## src/rtl/regfile_wr_arb_pkg.sv

```systemverilog
`default_nettype none
// ============================================================================
//  Module  : regfile_wr_arb_pkg
//  Brief   : Shared register-file sizing constants and the two-way
//            round-robin grant function used by the write arbiter.
//  Rev     : 1.0  initial release
// ============================================================================
package regfile_wr_arb_pkg;

  // Register-file geometry shared by the arbiter and its users
  localparam int unsigned RF_REG_NUM    = 32;
  localparam int unsigned RF_REG_ADDR_W = 5;
  localparam int unsigned RF_REG_W      = 32;

  // Two-requester round-robin grant. last_idx is the index granted most
  // recently; on a tie the other requester wins.
  function automatic logic [1:0] rr_grant(input logic [1:0] req,
                                          input logic       last_idx);
    logic [1:0] gnt;
    gnt = 2'b00;
    case (req)
      2'b01:   gnt = 2'b01;
      2'b10:   gnt = 2'b10;
      2'b11:   gnt = last_idx ? 2'b01 : 2'b10;
      default: gnt = 2'b00;
    endcase
    return gnt;
  endfunction

endpackage : regfile_wr_arb_pkg
`default_nettype wire

```

## src/rtl/regfile_wr_arb_rr_arb2.sv

```systemverilog
`default_nettype none
// ============================================================================
//  Module  : rr_arb2
//  Brief   : Two-input round-robin arbiter. Grants are combinational from
//            the requests and the last-granted pointer; the pointer only
//            moves when a grant is actually issued.
//  Rev     : 1.0  initial release
// ============================================================================
module rr_arb2
  import regfile_wr_arb_pkg::*;
(
  input  logic       clk,
  input  logic       rst,
  input  logic       en_i,
  input  logic [1:0] req_i,
  output logic [1:0] gnt_o
);

  // Index of the requester granted most recently (1 => requester 0 wins next tie)
  logic last_q;

  // Grant is a pure function of requests and pointer, gated by enable
  always_comb begin
    gnt_o = 2'b00;
    if (en_i) begin
      gnt_o = rr_grant(req_i, last_q);
    end
  end

  // Pointer follows every completed handshake; a grant implies a valid request
  always_ff @(posedge clk or posedge rst) begin
    if (rst) begin
      last_q <= 1'b1;
    end else if (|gnt_o) begin
      last_q <= gnt_o[1];
    end
  end

endmodule : rr_arb2
`default_nettype wire

```

## src/rtl/regfile_wr_arb.sv

```systemverilog
`default_nettype none
// ============================================================================
//  Module  : regfile_wr_arb
//  Brief   : Register-file write-port arbiter. After reset (or a soft clear)
//            it zeroes registers 1..REG_NUM-1, one per cycle, then arbitrates
//            two write requesters round-robin onto a registered write port.
//  Rev     : 1.0  initial release
// ============================================================================
module regfile_wr_arb
  import regfile_wr_arb_pkg::*;
#(
  parameter int unsigned REG_NUM    = RF_REG_NUM,
  parameter int unsigned REG_ADDR_W = RF_REG_ADDR_W,
  parameter int unsigned REG_W      = RF_REG_W
) (
  input  logic                  clk,
  input  logic                  rst,
  input  logic                  clr_i,
  input  logic                  valid0_i,
  input  logic [REG_ADDR_W-1:0] addr0_i,
  input  logic [REG_W-1:0]      data0_i,
  output logic                  ready0_o,
  input  logic                  valid1_i,
  input  logic [REG_ADDR_W-1:0] addr1_i,
  input  logic [REG_W-1:0]      data1_i,
  output logic                  ready1_o,
  output logic                  we_o,
  output logic [REG_ADDR_W-1:0] waddr_o,
  output logic [REG_W-1:0]      wdata_o,
  output logic                  init_done_o
);

  typedef enum logic {
    ST_CLEAR = 1'b0,
    ST_RUN   = 1'b1
  } state_e;

  localparam logic [REG_ADDR_W-1:0] CNT_FIRST = REG_ADDR_W'(1);
  localparam logic [REG_ADDR_W-1:0] CNT_LAST  = REG_ADDR_W'(REG_NUM - 1);
  localparam logic [REG_ADDR_W-1:0] ADDR_ZERO = '0;
  localparam logic [REG_W-1:0]      ZERO_WORD = '0;

  state_e                  state_q;
  logic [REG_ADDR_W-1:0]   cnt_q;
  logic                    we_q;
  logic [REG_ADDR_W-1:0]   waddr_q;
  logic [REG_W-1:0]        wdata_q;

  logic                    arb_en;
  logic [1:0]              gnt;
  logic                    accept;
  logic [REG_ADDR_W-1:0]   sel_addr;
  logic [REG_W-1:0]        sel_data;

  // Arbitration only runs in RUN; a clear request blocks it in the same cycle
  assign arb_en = (state_q == ST_RUN) && !clr_i;

  rr_arb2 u_rr_arb2 (
    .clk   (clk),
    .rst   (rst),
    .en_i  (arb_en),
    .req_i ({valid1_i, valid0_i}),
    .gnt_o (gnt)
  );

  // Steer the granted requester onto the write datapath
  always_comb begin
    accept   = |gnt;
    sel_addr = gnt[1] ? addr1_i : addr0_i;
    sel_data = gnt[1] ? data1_i : data0_i;
  end

  assign ready0_o    = gnt[0];
  assign ready1_o    = gnt[1];
  assign we_o        = we_q;
  assign waddr_o     = waddr_q;
  assign wdata_o     = wdata_q;
  assign init_done_o = (state_q == ST_RUN);

  // CLEAR/RUN sequencer with registered write port; clr_i restarts the sweep
  always_ff @(posedge clk or posedge rst) begin
    if (rst) begin
      state_q <= ST_CLEAR;
      cnt_q   <= CNT_FIRST;
      we_q    <= 1'b0;
      waddr_q <= ADDR_ZERO;
      wdata_q <= ZERO_WORD;
    end else if (clr_i) begin
      state_q <= ST_CLEAR;
      cnt_q   <= CNT_FIRST;
      we_q    <= 1'b0;
    end else begin
      case (state_q)
        ST_CLEAR: begin
          we_q    <= 1'b1;
          waddr_q <= cnt_q;
          wdata_q <= ZERO_WORD;
          // Last register reached: hand over to RUN without wrapping the counter
          if (cnt_q == CNT_LAST) begin
            state_q <= ST_RUN;
          end else begin
            cnt_q <= cnt_q + 1'b1;
          end
        end
        ST_RUN: begin
          // Address 0 is hard-wired zero: accept the request but suppress the write
          we_q <= accept && (sel_addr != ADDR_ZERO);
          if (accept) begin
            waddr_q <= sel_addr;
            wdata_q <= sel_data;
          end
        end
        default: begin
          state_q <= ST_CLEAR;
          cnt_q   <= CNT_FIRST;
          we_q    <= 1'b0;
        end
      endcase
    end
  end

endmodule : regfile_wr_arb
`default_nettype wire
```

## config.mk

```make
export PLATFORM = sky130hd
export DESIGN_NAME = regfile_wr_arb
export DESIGN_NICKNAME = d
export VERILOG_FILES = /design/src/rtl/regfile_wr_arb_pkg.sv /design/src/rtl/regfile_wr_arb_rr_arb2.sv /design/src/rtl/regfile_wr_arb.sv
export SDC_FILE = /design/constraint.sdc
export NUM_CORES = 1
export LEC_CHECK = 0
export ABC_AREA = 1
export CORE_ASPECT_RATIO = 1.1
export CORE_MARGIN = 4
export CORE_UTILIZATION = 40
export CTS_BUF_LIST = sky130_fd_sc_hd__clkbuf_2
export CTS_CLUSTER_SIZE = 40
export DETAILED_ROUTE_END_ITERATION = 12
export PLACE_DENSITY_LB_ADDON = 0.08
export SYNTH_ARGS = -nofsm -noshare
export SYNTH_HDL_FRONTEND = slang
export SYNTH_SLANG_ARGS = --single-unit
```

## constraint.sdc

```tcl
create_clock -name clk -period 2.1 [get_ports clk]
set_clock_uncertainty 0.2 [all_clocks]
set_input_delay 0.42 -clock clk [delete_from_list [all_inputs] [get_ports clk]]
set_output_delay 0.42 -clock clk [all_outputs]
set_load 0.03 [all_outputs]
```

==> flow_summary_export.csv, run 1 <==
group,metric,value,unit
placement,dp_hpwl,4.98,mm
layout,syn_to_final_growth,57.3,%
clock_tree,clock_path_buffers,2,
detailed_routing,drc,0,
synth,ys_seq_elements,45,
die,die_w,81.2,microns
global_route,grt_pass1_vias,2180,
clock_tree,root_buffer,"clkbuf_2",
detailed_routing,first_pass_iters,4,
worst_setup_path,worstRegToRegCells,8,
synth,synth_fp_nets,384,
synth,ys_warn_count,0,
sta,max-slew-margin-rel,76.5,%
die,ioPinCount,120,
placement,port_buffers,119,
worst_setup_path,critPathMaxFanout,6,
sta,setup_viol,0,
die,start_util,41.2,%
sta,rsz0062_at_grt,"true",
layout,final_util,64.8,%
synth,yosysSeqAreaShare,47.8,%
global_route,grt_use_total,18.9,%
synth,netlist_area,2360,sq um
detailed_routing,ant_nets,0,
pwr,p_leak,1.93,nW
synth,yosysUniqueCellTypes,23,
hold_path,hold_class,"input port to asynchronous set/reset pin",
flow_run,max-cap-violations,0,
synth,syn_inst,303,
clock_tree,path_clk_slew,210,ps
worst_setup_path,worstReg2RegStart,"cnt_q[1]",
sta,worstMarginPinSlew,351,ps
layout,design_area,3710,sq um
layout,final_common_cell,"nand2_1",
sta,hold_ws,74.8,ps
worst_setup_path,start_kind,"input port",
layout,fin_nets,507,
detailed_routing,dr_wl_met2,3.18,mm
worst_setup_path,cp_data_required_time,1480,ps
detailed_routing,met1_length,2.82,mm
detailed_routing,drt_iter0_drc,100,
sta,fin_crit,2080,ps
die,dieArea,7190,sq um
sta,layout_setup_ws,16.8,ps
die,core.rowCount,29,
detailed_routing,vias_per_cell,4.73,
clock_tree,hold_buffers,0,
global_route,grt_pass1_wl,10.4,mm
detailed_routing,dr_wl_met3,459,microns
worst_setup_path,cp-end-kind,"output pin",
run_status,outcome,"complete, no violations",
placement,place_area,3690,sq um
clock_tree,cts_tree,"yes",
layout,fill_cells,547,
detailed_routing,top_layer,"met4",
clock_tree,clk-insertion-delay-late,370,ps
worst_setup_path,cp_data_arrival_time,1460,ps
layout,drive_gt1_share,8.92,%
global_route,grt_max_degree,40,
clock_tree,ctsHtreeMaxLevel,2,
placement,place_ws,-60.4,ps
die,die_y,88.6,microns
global_route,overflow,0,
sta,period_share,99.2,%
detailed_routing,dr_total_vias,2377,
placement,place.gp.congestion,0.883,
worst_setup_path,cp-startpoint,"valid1_i",
placement,dp_cells,493,
layout,layout_common_cells,"nand2_1 (87), clkdlybuf4s50_1 (78), o21ai_0 (44), dfrtp_1 (43)",
pwr,p_per_area,464,nW/um^2
pwr,ir_worst_vdd,471,uV
worst_setup_path,worstSetupPathType,"input port to output pin",
layout,final_cell_count_no_fill,503,
global_route,antenna_found_initial,0,
synth,syn_area_per_cell,7.79,sq um
detailed_routing,drt_wl_total,6.57,mm
sta,hold_violations,0,
sta,timing.fmax,480,MHz
clock_tree,cts.sinks,45,
sta,slew_violations,0,
layout,num_antenna_cells,0,
die,core_region_area,5730,sq um
clock_tree,cts_buffers,5,
detailed_routing,wl_per_cell,13.1,microns
## cells in the mapped netlist
library cell	number	area [sq um]
nand2_1	87	327
o21ai_0	44	220
dfrtp_1	43	1080
inv_1	41	154
o211ai_1	32	240
nor2_1	13	48.8
clkbuf_1	11	41.3
buf_2	6	30.0
nand3_1	6	30.0
a21oi_1	3	15.0
dfstp_2	2	52.6
ha_1	2	25.0
inv_2	2	7.51
nor3_1	2	10.0
a21oi_2	1	8.76
a31oi_4	1	21.3
buf_6	1	11.3
clkbuf_2	1	5.00
nand2_2	1	6.26
nand4_1	1	6.26
nor2_4	1	11.3
o21a_1	1	7.51
o21ai_1	1	5.00
## power by group
part | switching, mW | internal (mW)
Clock | 0.258 | 0.0779
Sequential | 0.0432 | 0.928
Combinational | 0.187 | 0.228
Total | 0.488 | 1.23
## worst paths after layout
check / end / slack [ps]
setup / recovery: ready1_o / 20
hold / removal: wdata_o[22] / 70
setup reg to reg: cnt_q[3] / 150
hold reg to reg: wdata_o[23] / 310
max in group asynchronous: cnt_q[0] / 1080
min in group clk: wdata_o[23] / 310
## worst max-delay path, stage by stage
cell             delay (ps)
clkdlybuf4s50_1         470
inv_2                    50
a21oi_2                 160
nand2_2                 140
inv_2                    90
buf_6                   130
## layer usage
metal / track usage (%) / vias to the layer above
met4: 5.84 / 0
met2: 32.3 / 83
met5: 0 / -
li1: - / 1234
met1: 23.5 / 1051
met3: 4.68 / 9
## cells by family (layout without fill, tap and decap cells)
group	count (synthesis)	after routing	share of synthesized area, %
flip-flops	45	45	47.8
adder cells (fa/ha/maj)	2	2	1.06
AO/OA/AOI/OAI	83	83	22.0
AND/OR/NAND/NOR	111	111	18.6
buffers and inverters	62	185	10.6
## flip-flops by register name, summed over array words and instances (netlist names)
name / count
wdata_o: 32
cnt_q: 5
waddr_o: 5
init_done_o: 1
u_rr_arb2.last_q: 1
we_o: 1
## what timing repair did
item,4_1_cts,5_1_grt
pin swaps,0,1
cloned,0,0
resized for setup,38,5
endpoints found under the setup margin,38,3
buffers inserted,0,3
## through the flow
stage,TNS [ps],total power [mW]
after floorplan,0,1.16
after CTS,0,1.75
after detailed placement,-412,1.42
after global placement,-7.30,1.41
final,0,1.72
after global routing,-76.5,1.85
## final cells by class
type                            instances  area [sq um]  area share [%]
Inverter                               43           161            4.35
Sequential cell                        45          1130            30.4
Clock inverter                          1          3.75           0.101
Tap cell                               77          96.3            2.60
Multi-Input combinational cell        196           987            26.6
Timing Repair Buffer                  135          1310            35.2
Clock buffer                            6          30.0           0.809
No activity file was read; power rests on OpenSTA's default activity.
==> inputs of run 2 (changes only) <==
Settings changed: GPL_ROUTABILITY_DRIVEN set to 0.
==> results of run 2 <==
The final DEF is identical to that of run 1; final timing and power are the same.
